`src/rtl/ad_read_ctrl.sv`:
```
// -----------------------------------------------------------------------------
// ad_read_ctrl
//
// Reads frames from a serial ADC through an external WORD_BITS-stage shift
// register. When the ADC signals data-ready (drdy_n falling), the controller
// produces WORD_BITS sclk_out pulses per word and keeps s2p_en high while
// shifting. After each word it waits two cycles for the shift register to
// settle, then latches parallel_in. A frame is NUM_WORDS words: word 0 is
// status and words 1..NUM_WORDS-1 are channels.
//
// Parameters
//   SCLK_DIV    : clk cycles per sclk_out half-period (2..255)
//   WORD_BITS   : bits per ADC word
//   NUM_WORDS   : words per frame (1..15)
//   TIMEOUT_CYC : DRDY watchdog limit in clk cycles
//
// Ports
//   clk         in   system clock, rising edge
//   reset       in   asynchronous, active-low reset
//   enable      in   1 = accept frames; 0 = finish current frame, then idle
//   drdy_n      in   ADC data-ready, asynchronous, active-low
//   parallel_in in   parallel word from the external shift register
//   sclk_out    out  serial clock to the ADC and the shift register
//   s2p_en      out  shift enable to the shift register
//   word_out    out  captured word, held between word_valid pulses
//   word_valid  out  one-clk pulse: word_out/word_idx are valid
//   word_idx    out  index of the word within its frame (0 = status)
//   frame_done  out  one-clk pulse with the last word_valid of a frame
//   busy        out  high while a frame is being read
//   overrun     out  sticky: drdy_n fell while busy
//   timeout     out  sticky: DRDY watchdog expired
//
// Build option
//   AD_READ_CTRL_DRDY_TIMEOUT_EN : when defined, a watchdog counts cycles
//   spent waiting in ARM and sets timeout at TIMEOUT_CYC. When undefined,
//   there is no watchdog logic and timeout is tied low.
// -----------------------------------------------------------------------------
module ad_read_ctrl #(
    parameter int unsigned SCLK_DIV    = 4,
    parameter int unsigned WORD_BITS   = 24,
    parameter int unsigned NUM_WORDS   = 9,
    parameter int unsigned TIMEOUT_CYC = 1000000
) (
    input  logic                 clk,
    input  logic                 reset,
    input  logic                 enable,
    input  logic                 drdy_n,
    input  logic [WORD_BITS-1:0] parallel_in,
    output logic                 sclk_out,
    output logic                 s2p_en,
    output logic [WORD_BITS-1:0] word_out,
    output logic                 word_valid,
    output logic [3:0]           word_idx,
    output logic                 frame_done,
    output logic                 busy,
    output logic                 overrun,
    output logic                 timeout
);

    // Elaboration-time parameter sanity checks.
    if (SCLK_DIV < 2 || SCLK_DIV > 255) begin : g_chk_sclk_div
        $error("ad_read_ctrl: SCLK_DIV must be in 2..255");
    end
    if (NUM_WORDS < 1 || NUM_WORDS > 15) begin : g_chk_num_words
        $error("ad_read_ctrl: NUM_WORDS must be in 1..15");
    end
    if (WORD_BITS < 1) begin : g_chk_word_bits
        $error("ad_read_ctrl: WORD_BITS must be at least 1");
    end
    if (TIMEOUT_CYC < 1) begin : g_chk_timeout
        $error("ad_read_ctrl: TIMEOUT_CYC must be at least 1");
    end

    localparam int unsigned      BIT_W     = $clog2(WORD_BITS + 1);
    localparam logic [7:0]       DIV_LAST  = 8'(SCLK_DIV - 1);
    localparam logic [BIT_W-1:0] BITS_LAST = BIT_W'(WORD_BITS - 1);
    localparam logic [3:0]       WORD_LAST = 4'(NUM_WORDS - 1);

    typedef enum logic [2:0] {
        S_IDLE,
        S_ARM,
        S_SHIFT_HI,
        S_SHIFT_LO,
        S_CAPTURE,
        S_GAP
    } state_t;

    state_t state;
    state_t state_next;

    logic             drdy_s1;
    logic             drdy_s2;
    logic             drdy_prev;
    logic             drdy_fall;

    logic [7:0]       div_cnt;
    logic             div_done;
    logic             div_run;
    logic [BIT_W-1:0] bit_cnt;
    logic [3:0]       word_cnt;
    logic             cap_cnt;
    logic             cap_fire;
    logic             last_word;

    // -------------------------------------------------------------------------
    // drdy_n synchronizer and falling-edge detector. The idle level is high,
    // so every stage resets to 1 and a reset cannot fake an edge.
    // -------------------------------------------------------------------------
    always_ff @(posedge clk or negedge reset) begin
        if (!reset) begin
            drdy_s1   <= 1'b1;
            drdy_s2   <= 1'b1;
            drdy_prev <= 1'b1;
        end else begin
            drdy_s1   <= drdy_n;
            drdy_s2   <= drdy_s1;
            drdy_prev <= drdy_s2;
        end
    end

    assign drdy_fall = drdy_prev & ~drdy_s2;

    // -------------------------------------------------------------------------
    // Decodes shared by the FSM and the datapath
    // -------------------------------------------------------------------------
    assign div_run   = (state == S_SHIFT_HI) || (state == S_SHIFT_LO) || (state == S_GAP);
    assign div_done  = (div_cnt == DIV_LAST);
    assign cap_fire  = (state == S_CAPTURE) && cap_cnt;
    assign last_word = (word_cnt == WORD_LAST);

    // -------------------------------------------------------------------------
    // FSM: state register
    // -------------------------------------------------------------------------
    always_ff @(posedge clk or negedge reset) begin
        if (!reset) begin
            state <= S_IDLE;
        end else begin
            state <= state_next;
        end
    end

    // -------------------------------------------------------------------------
    // FSM: next-state logic
    // -------------------------------------------------------------------------
    always_comb begin
        state_next = state;
        unique case (state)
            S_IDLE: begin
                if (enable) begin
                    state_next = S_ARM;
                end
            end
            S_ARM: begin
                if (!enable) begin
                    state_next = S_IDLE;
                end else if (drdy_fall) begin
                    state_next = S_SHIFT_HI;
                end
            end
            S_SHIFT_HI: begin
                if (div_done) begin
                    state_next = S_SHIFT_LO;
                end
            end
            S_SHIFT_LO: begin
                // The bit counter increments on this exit, so comparing
                // against WORD_BITS-1 here tests the post-increment count.
                if (div_done) begin
                    state_next = (bit_cnt == BITS_LAST) ? S_CAPTURE : S_SHIFT_HI;
                end
            end
            S_CAPTURE: begin
                if (cap_cnt) begin
                    if (!last_word) begin
                        state_next = S_GAP;
                    end else if (enable) begin
                        state_next = S_ARM;
                    end else begin
                        state_next = S_IDLE;
                    end
                end
            end
            S_GAP: begin
                if (div_done) begin
                    state_next = S_SHIFT_HI;
                end
            end
            default: state_next = S_IDLE;
        endcase
    end

    // -------------------------------------------------------------------------
    // FSM: outputs decoded from state
    // -------------------------------------------------------------------------
    always_comb begin
        sclk_out = (state == S_SHIFT_HI);
        s2p_en   = (state == S_SHIFT_HI) || (state == S_SHIFT_LO);
        busy     = (state != S_IDLE) && (state != S_ARM);
    end

    // -------------------------------------------------------------------------
    // Half-period divider: counts only in the timed states and wraps at
    // SCLK_DIV-1, which is also the cycle on which those states exit.
    // -------------------------------------------------------------------------
    always_ff @(posedge clk or negedge reset) begin
        if (!reset) begin
            div_cnt <= '0;
        end else if (div_run && !div_done) begin
            div_cnt <= div_cnt + 1'b1;
        end else begin
            div_cnt <= '0;
        end
    end

    // -------------------------------------------------------------------------
    // Capture dwell, bit counter and word counter
    // -------------------------------------------------------------------------
    always_ff @(posedge clk or negedge reset) begin
        if (!reset) begin
            cap_cnt  <= 1'b0;
            bit_cnt  <= '0;
            word_cnt <= '0;
        end else begin
            cap_cnt <= (state == S_CAPTURE) ? ~cap_cnt : 1'b0;
            if (cap_fire) begin
                bit_cnt  <= '0;
                word_cnt <= last_word ? 4'd0 : word_cnt + 1'b1;
            end else if ((state == S_SHIFT_LO) && div_done) begin
                bit_cnt <= bit_cnt + 1'b1;
            end
        end
    end

    // -------------------------------------------------------------------------
    // Captured word and its strobes. The latch happens on the second CAPTURE
    // cycle, so word_valid is visible on the cycle that follows it.
    // -------------------------------------------------------------------------
    always_ff @(posedge clk or negedge reset) begin
        if (!reset) begin
            word_out   <= '0;
            word_idx   <= '0;
            word_valid <= 1'b0;
            frame_done <= 1'b0;
        end else begin
            word_valid <= cap_fire;
            frame_done <= cap_fire && last_word;
            if (cap_fire) begin
                word_out <= parallel_in;
                word_idx <= word_cnt;
            end
        end
    end

    // -------------------------------------------------------------------------
    // Sticky overrun: a data-ready edge during a read is otherwise ignored.
    // -------------------------------------------------------------------------
    always_ff @(posedge clk or negedge reset) begin
        if (!reset) begin
            overrun <= 1'b0;
        end else if (drdy_fall && busy) begin
            overrun <= 1'b1;
        end
    end

`ifdef AD_READ_CTRL_DRDY_TIMEOUT_EN
    // -------------------------------------------------------------------------
    // DRDY watchdog: counts ARM cycles without a data-ready edge and
    // saturates at TIMEOUT_CYC. The FSM keeps waiting after it fires.
    // -------------------------------------------------------------------------
    localparam int unsigned    WD_W   = $clog2(TIMEOUT_CYC + 1);
    localparam logic [WD_W-1:0] WD_MAX = WD_W'(TIMEOUT_CYC);

    logic [WD_W-1:0] wd_cnt;
    logic            timeout_r;

    always_ff @(posedge clk or negedge reset) begin
        if (!reset) begin
            wd_cnt    <= '0;
            timeout_r <= 1'b0;
        end else begin
            if ((state != S_ARM) || drdy_fall) begin
                wd_cnt <= '0;
            end else if (wd_cnt != WD_MAX) begin
                wd_cnt <= wd_cnt + 1'b1;
            end
            if (wd_cnt == WD_MAX) begin
                timeout_r <= 1'b1;
            end
        end
    end

    assign timeout = timeout_r;
`else
    assign timeout = 1'b0;
`endif

endmodule

```
`config.mk`:
```
export PLATFORM = sky130hd
export DESIGN_NAME = ad_read_ctrl
export DESIGN_NICKNAME = d
export VERILOG_FILES = /design/src/rtl/ad_read_ctrl.sv
export SDC_FILE = /design/constraint.sdc
export NUM_CORES = 1
export LEC_CHECK = 0
export ABC_AREA = 1
export CAP_MARGIN = 20
export CORE_UTILIZATION = 45
export CTS_BUF_LIST = sky130_fd_sc_hd__clkbuf_16
export DETAILED_ROUTE_END_ITERATION = 8
export DONT_BUFFER_PORTS = 1
export SLEW_MARGIN = 5
export SYNTH_ARGS = -nofsm -noshare
export SYNTH_HDL_FRONTEND = slang
export SYNTH_SLANG_ARGS = --single-unit
```
`constraint.sdc`:
```
create_clock -name clk -period 3.9 [get_ports clk]
set_input_delay 0.78 -clock clk [delete_from_list [all_inputs] [get_ports clk]]
set_output_delay 0.78 -clock clk [all_outputs]
set_load 0.1 [all_outputs]
```
======== After elaboration in Yosys (flattened, before gate mapping) ========
Cells that the tools add are included.
storage, ports and cells
  bits in registers ....................... 55
  input port bits ......................... 28
  output and inout port bits .............. 35
  word-level logic and storage cells ...... 63
operators by class
  add/subtract/negate cells ............... 3
  eq/ne operators ......................... 15
  mux-type cells .......................... 16
  bitwise operators ....................... 3
  reduce and logical (&&, ||, !) cells .... 13
operators by type and width
  kind                                                   number
  2-to-1 mux 3 bit                                       9
  one-hot mux 3 bit (6 select lines)                     1
  2-to-1 mux 5 bit                                       2
  adder 8 x 1 -> 8 bit, second input constant            1
  equality test 8 x 2 -> 1 bit, second input constant    1
  2-to-1 mux 8 bit                                       1
  inequality test 2 bit, second input constant           4
  equality test 3 x 2 -> 1 bit, second input constant    2
  equality test 3 bit, second input constant             2
  logical AND 1 bit                                      6
  AND reduction 6 bit                                    1
  adder 5 x 1 -> 5 bit, second input constant            1
  equality test 5 bit, second input constant             1
  adder 4 x 1 -> 4 bit, second input constant            1
  equality test 4 bit, second input constant             1
  2-to-1 mux 4 bit                                       1
  equality test 3 x 1 -> 1 bit, second input constant    1
  zero test 3 bit                                        1
  inequality test 3 x 1 -> 1 bit, second input constant  1
  inequality test 3 bit, second input constant           1
  nonzero test 3 bit                                     1
  logical OR 1 bit                                       2
  2-to-1 mux 1 bit                                       2
  inequality test 2 x 1 -> 1 bit, second input constant  1
  4 further kinds                                        5

======== Logic depth before layout (Yosys ltp) ========
Gate-level depths: netlist of the first run.
  word-level depth ........................ 5
  mapped depth ............................ 9

======== Least setup slack after synthesis of the first run ========
No wires, ideal clock.
  path kind ............................... register -> output
  from .................................... register state[2]
  to ...................................... output port busy
  arrival time ............................ 1.270 ns
  required time ........................... 3.120 ns
  path slack .............................. 1.850 ns
  cell stages (with the launch flop) ...... 5
  path buffers ............................ 0
  path through ............................ dfrtp_1 inv_2 nand3_1 nand2_1 inv_1
on the way
  longest elaborated chain between the ends .. 2
  elaborated cells on any way between the ends .. 3
  classes of those cells .................. eq/ne: 1; reduce/logical: 2
ends and longest elaborated chain
  element                                                                      RTL line  source
  start, declared                                                              88        state_t state;
  start signal, assigned                                                       138       state <= state_next;
  inequality test 3 x 1 -> 1 bit / nonzero test 3 bit (equally long branches)  198       busy = (state != S_IDLE) && (state != S_ARM);
  logical AND 1 bit (*)                                                        198
  end, declared                                                                55        output logic busy,
Mark *: on every way between the ends. The rest lies on a longest branch, timed or not.

======== Final worst setup path of the first run ========
Ends and elaborated chain as after synthesis.

==> results of run 1 <==
==> cell families (layout without fill, tap and decap cells) <==
kind of cell | Yosys count | after routing | share of synthesized area [%]
AOI/OAI and AO/OA | 11 | 11 | 2.75
xor gates and xnor gates | 6 | 6 | 2.10
adders and majority gates | 4 | 4 | 2.00
buffers and inverters | 37 | 36 | 7.14
DFF | 55 | 55 | 55.1
other | 1 | 1 | 0.150
and+or+nand+nor | 177 | 177 | 30.8
==> synthesized netlist by cell type <==
master    number  area [um^2]
a21oi_1        1         5.00
buf_2          3         15.0
buf_4          3         22.5
buf_6          3         33.8
conb_1         1         3.75
dfrtp_1       52         1300
dfstp_2        3         78.8
ha_1           4         50.1
inv_1         26         97.6
inv_2          1         3.75
inv_4          1         6.26
nand2_1      121          454
nand2_2        2         12.5
nand3_1       26          130
nand3b_1       1         7.51
nand4_1        3         18.8
nor2_1        15         56.3
nor2_2         2         12.5
nor2_4         2         22.5
nor2_8         1         20.0
nor3_1         1         5.00
nor3b_1        1         7.51
nor3b_2        2         25.0
o21ai_0        5         25.0
o21ai_1        1         5.00
o21ai_2        3         26.3
o21bai_1       1         7.51
xnor2_1        1         8.76
xor2_1         5         43.8
==> metrics by stage <==
step	instance area, um^2	power (mW)	hold WS [ps]	worst slack [ps]
after floorplan	2510	0.943	345	1850
after global placement	2520	0.967	346	1780
after detailed placement	2520	0.974	349	1770
after CTS	2670	1.43	162	1450
after global routing	2670	1.48	157	1340
final	2670	1.41	174	1450
==> worst paths after layout <==
| check | startpoint | endpoint |
|---|---|---|
| min reg2reg | drdy_s1 | drdy_s2 |
| min | reset | word_idx[1] |
| max reg2reg | state[1] | bit_cnt[3] |
| max in group asynchronous | reset | drdy_s2 |
| max | state[2] | busy |
| min in group clk | drdy_s1 | drdy_s2 |
==> cells in the final DEF (no fill, tap or decap) <==
master,instances
dfrtp_1,52
nor3b_1,1
xnor2_1,1
inv_6,1
clkinv_4,1
nor2_2,2
nor2_1,15
nor3_1,1
o21ai_1,1
inv_4,1
o21bai_1,1
o21ai_0,5
nand3_1,26
dfstp_2,3
inv_1,27
o21ai_2,3
conb_1,1
clkbuf_16,5
nand2_1,121
nand4_1,3
nor2_8,1
a21oi_1,1
nand2_2,2
inv_2,1
nor3b_2,2
xor2_1,5
ha_1,4
nor2_4,2
nand3b_1,1
==> sequential cells by signal, indices dropped and copies added (netlist names) <==
signal      flops
overrun         1
word_out       24
bit_cnt         5
div_cnt         8
word_cnt        4
state           3
drdy_s2         1
drdy_prev       1
word_valid      1
cap_cnt         1
drdy_s1         1
frame_done      1
word_idx        4
==> area by class of cell <==
| class | count | area share [%] |
|---|---|---|
| Clock buffer | 5 | 4.69 |
| Clock inverter | 3 | 0.797 |
| Inverter | 28 | 4.03 |
| Multi-Input combinational cell | 199 | 35.5 |
| Sequential cell | 55 | 51.7 |
| Tap cell | 70 | 3.28 |
==> layer usage <==
| metal | up-vias | global-route usage, % | share of wire (%) |
|---|---|---|---|
| met3 | 7 | 4.31 | 5.2 |
| met4 | 0 | 8.85 | 2.1 |
| li1 | 889 | - | - |
| met2 | 50 | 27.5 | 45 |
| met5 | - | 0 | 0 |
| met1 | 790 | 21.8 | 47 |
==> report_power, final <==
group	internal [mW]	switching, mW
clock	0.240	0.208
combinational	0.0644	0.256
sequential	0.602	0.0401
==> critical path, stage by stage, from the launching register on <==
cell and delay [ps]:
dfrtp_1 480, inv_2 100, nand3_1 110, nand2_1 80, inv_1 610
==> flow_summary.yaml, run 1 <==
global_route:
  largest_net_degree_at_the_start_of_global_routing: 56
  grt.overflow.total: 0
  antenna_found_initial: 0
  first_global_vias: 1699
  groute.usage.overall_pct: 17.3
  grt_first_pass_wirelength_um: 7840
floorplanning:
  fp.dieArea_um2: 5870
  floorplan.rows: 26
  initial_utilization_pct: 47.8
  chipWidth_um: 76.6
  boundaryPins: 63
  floorplan.core_area_um2: 5240
  fp.dieH_um: 76.6
logic_synthesis:
  warnings_synthesis: 0
  synth-seq-area-share_pct: 55.1
  ys_seq_elements: 55
  post_syn_nets: 323
  netlist_instances: 291
  library_cells_used_by_synthesis: 29
  average_cell_area_after_synthesis_um2: 8.61
  synthesis.area_um2: 2510
final_layout:
  layout.core_utilization_pct: 51.0
  final_nets: 321
  finalNonFillerCells: 360
  insertedDiodeCount: 0
  drive_above_1_share_pct: 8.28
  multiInputGateArea_um2: 947
  sequential_area_um2: 1380
  fillerInstances: 519
  areaGrowthSynthToFinish_pct: 6.49
timing:
  worst_slew_pin_slew_ps: 920
  final-setup-viol-count: 0
  finalHoldViolations: 0
  report.final.slew_viol_count: 0
  final.setup_skew_ps: 6.31
  fin_crit_sh_pct: 62.7
  setup_repair_after_global_routing_missed_its_margin: "false"
  worst_slew_margin_rel_pct: 38.7
  fin_crit_ps: 2450
  fmax_ghz: 0.409
  setup_total_negative_slack_ps: 0
cts:
  cts_resized: 0
  clock_tree.htree_level_count: 2
  post-cts-setup-buffer-count: 0
  tritoncts.num_buffers: 5
  cts_hold_buffers: 0
  clkSlewWorstSetupHoldPaths_ps: 70
  deepest_clock_path_buffer_count: 2
  tritoncts_clock_tree: "done"
  clock_sinks: 55
  insertion_delay_ps: 300
  cts-root-buf: "clkbuf_16"
power_and_ir_drop:
  power_density_nw_per_um2: 528
  leakage_nw: 1.34
  vdd.ir_drop.worst_uv: 331
run:
  max_capacitance_violation_total: 0
critical_path:
  crit_start_category: "flip-flop"
  cp_data_arrival_time_ps: 1670
  depth_of_the_most_critical_reg_to_reg_path: 6
  end_kind: "primary output"
  critical_path_class: "flip-flop to primary output"
  required_ps: 3120
  path_max_fanout: 7
  ff2ff_setup_slack_ps: 2140
routing:
  via_to_cell_ratio: 4.82
  dr_drc_count: 0
  routed_wirelength_um: 4460
  wire_per_inst_um: 12.4
  first_pass_iters: 4
  postRouteAntennaNets: 0
  drt_first_iter_violations: 76
  via_count: 1736
status:
  status: "completed"
placed_design:
  port-buffer-count: 0
  detailedPlacementHpwl_um: 2970
  dp.cells: 352
  globalplace.congestion: 0.808
min_path:
  hold_path.class: "input port to async pin"
Power figures use the tool's default switching activity.
==> inputs of run 2 (changes only) <==
clock period = 2.1 ns   (was 3.9 ns; I/O delays follow)
==> run 2 against run 1 <==
Combinational power is 110% higher; wire length stayed put; final area is 12% higher; via count is 6.9% higher; final cell count is 10% higher; sequential power is 85% higher; non-clock buffer count is 37 higher; clock skew hardly changed; global-route usage is 0.33 points higher; worst setup slack worse by 1200 ps; critical path type unchanged; largest cell class unchanged.
==> flow_summary.yaml, run 2 (synthesis gave the netlist of run 1 again) <==
final_layout:
  final_design_area_no_fill_um2: 2990
  layout_commonest_cell: "nand2_1"
  drive_above_1_share_pct: 18.3
  register_containing_the_most_flip_flops_in_the_final_layout: "word_out"
  areaGrowthSynthToFinish_pct: 19.3
  layout.core_utilization_pct: 57.1
  multiInputGateArea_um2: 947
  largest_register_ff_count: 24
  fillerInstances: 493
  sequential_area_um2: 1380
  final_nets: 358
  top_regs: "word_out: 24 flops, div_cnt: 8 flops, bit_cnt: 5 flops"
  final_cell_mix: "121 x nand2_1, 52 x dfrtp_1, 35 x buf_4"
  insertedDiodeCount: 0
cts:
  tritoncts.num_buffers: 5
  cts-root-buf: "clkbuf_16"
  deepest_clock_path_buffer_count: 2
  cts_resized: 0
  clkSlewWorstSetupHoldPaths_ps: 70
  clock_sinks: 55
  clock_tree.htree_level_count: 2
  tritoncts_clock_tree: "done"
  insertion_delay_ps: 290
power_and_ir_drop:
  leakage_nw: 1.52
  vdd.ir_drop.worst_uv: 794
  p_comb_share_pct: 23.8
  power.share.sequential_pct: 42.8
  intPower_mw: 1.85
  proportion_of_power_drawn_by_the_clock_network_pct: 33.4
  switch_pwr_mw: 0.933
  switching_share_pct: 33.6
  power_density_nw_per_um2: 930
min_path:
  hold_start: "drdy_n"
  worstHoldPathCells: 0
  hold-path-endpoint: "drdy_s1"
  hold_path.class: "input port to flip-flop"
routing:
  first_pass_iters: 4
  dr_drc_count: 0
  postRouteAntennaNets: 0
  wire_per_inst_um: 11.2
  routed_wirelength_um: 4460
  drt_first_iter_violations: 80
  via_to_cell_ratio: 4.67
  via_count: 1855
global_route:
  grt_first_pass_wirelength_um: 8270
  grt.overflow.total: 0
  first_global_vias: 1895
  groute.usage.overall_pct: 17.6
  antenna_found_initial: 0
  largest_net_degree_at_the_start_of_global_routing: 56
placed_design:
  globalplace.congestion: 0.757
  detailed_place.area_um2: 2790
  port-buffer-count: 0
  worst_slack_after_detailed_placement_ps: 548
  detailedPlacementHpwl_um: 3060
timing:
  setup_total_negative_slack_ps: 0
  fin_crit_ps: 1840
  timing.final.ws_setup_ps: 264
  fmax_ghz: 0.545
  fin_crit_sh_pct: 87.4
  final.setup_skew_ps: 6.71
  finalHoldViolations: 0
  final-setup-viol-count: 0
  report.final.slew_viol_count: 0
  setup_repair_after_global_routing_missed_its_margin: "false"
critical_path:
  cp_data_arrival_time_ps: 1420
  critical_path_class: "flip-flop to primary output"
  end_kind: "primary output"
  path_max_fanout: 7
  critPathMaxStageDelay_ps: 510
  regToRegStartpoint: "div_cnt[0]"
  r2r_end: "state[1]"
  slowest_stage: "dfrtp_1"
  critical_path_startpoint: "state[2]"
  critical_path.cell_chain: "inv_2 -> nand3_1 -> nand2_1 -> inv_1 -> buf_4"
  ff2ff_setup_slack_ps: 530
  required_ps: 1680
  depth_of_the_most_critical_reg_to_reg_path: 7
  crit_start_category: "flip-flop"
floorplanning:
  floorplan.rows: 26
  chipWidth_um: 76.6
  initial_utilization_pct: 47.8
  fp.dieH_um: 76.6
  boundaryPins: 63
  floorplan.core_area_um2: 5240
  fp.dieArea_um2: 5870
run:
  max_capacitance_violation_total: 0
status:
  status: "completed"
==> run 2: changes by cell type in the layout (fill, tap and decap cells not counted), sizes merged <==
cell         change
dlygate4sd3      +1
inv              -1
bufinv           +1
buf             +36
==> run 2: routing by layer <==
layer,vias up,track usage (%),wire [um]
li1,964,-,-
met3,6,5.27,268
met4,0,4.04,42
met2,44,30.3,2010
met1,841,21.7,2130
met5,-,0,0
==> run 2: worst max-delay path by stage <==
stage | cells after the start | endpoint | slack, ps
6_report | 5 | busy | 260
5_1_grt | 5 | busy | 170
4_1_cts | 5 | busy | 260
3_5_place_dp | 7 | state[1] | 550
3_3_place_gp | 7 | state[0] | 580
2_1_floorplan | 4 | busy | 410
==> run 2: worst max-delay path, delay by kind of cell, from the launching register on <==
| family | cells | cell delay [ps] |
|---|---|---|
| DFF | 1 | 510 |
| buffers and inverters | 3 | 430 |
| and+or+nand+nor | 2 | 180 |
==> run 2: layout make-up <==
| cell class | count | share of cell area (%) |
|---|---|---|
| inverter | 28 | 3.60 |
| clock buffer | 5 | 4.18 |
| multi-input combinational | 199 | 31.7 |
| timing repair buffer | 37 | 10.0 |
| sequential | 55 | 46.2 |
| clock inverter | 3 | 1.42 |
| tap | 70 | 2.93 |
==> run 2: stage by stage <==
stage                     instances  hold WS (ps)  power (mW)
after detailed placement        387           127        1.85
final                           397           122        2.78
after global placement          387           127        1.84
after CTS                       397           115        2.81
after floorplan                 291           124        1.75
after global routing            397           107        2.93
==> run 2: power by group through the flow <==
stage / registers, mW / clock network, mW / logic, mW
3_5_place_dp: 1.21 / 0 / 0.637
4_1_cts: 1.19 / 0.956 / 0.668
6_report: 1.19 / 0.929 / 0.662
5_1_grt: 1.20 / 0.996 / 0.733
2_1_floorplan: 1.20 / 0 / 0.551
3_3_place_gp: 1.21 / 0 / 0.631
==> run 2: repair_timing <==
action,CTS,global route
buffers inserted,0,0
hold buffers,2,0
endpoints found under the hold margin,55,0
==> inputs of run 3 (changes only) <==
GPL_ROUTABILITY_DRIVEN = 0   (was default)
==> results of run 3 <==
The final DEF is identical to that of run 2; final timing and power are the same.
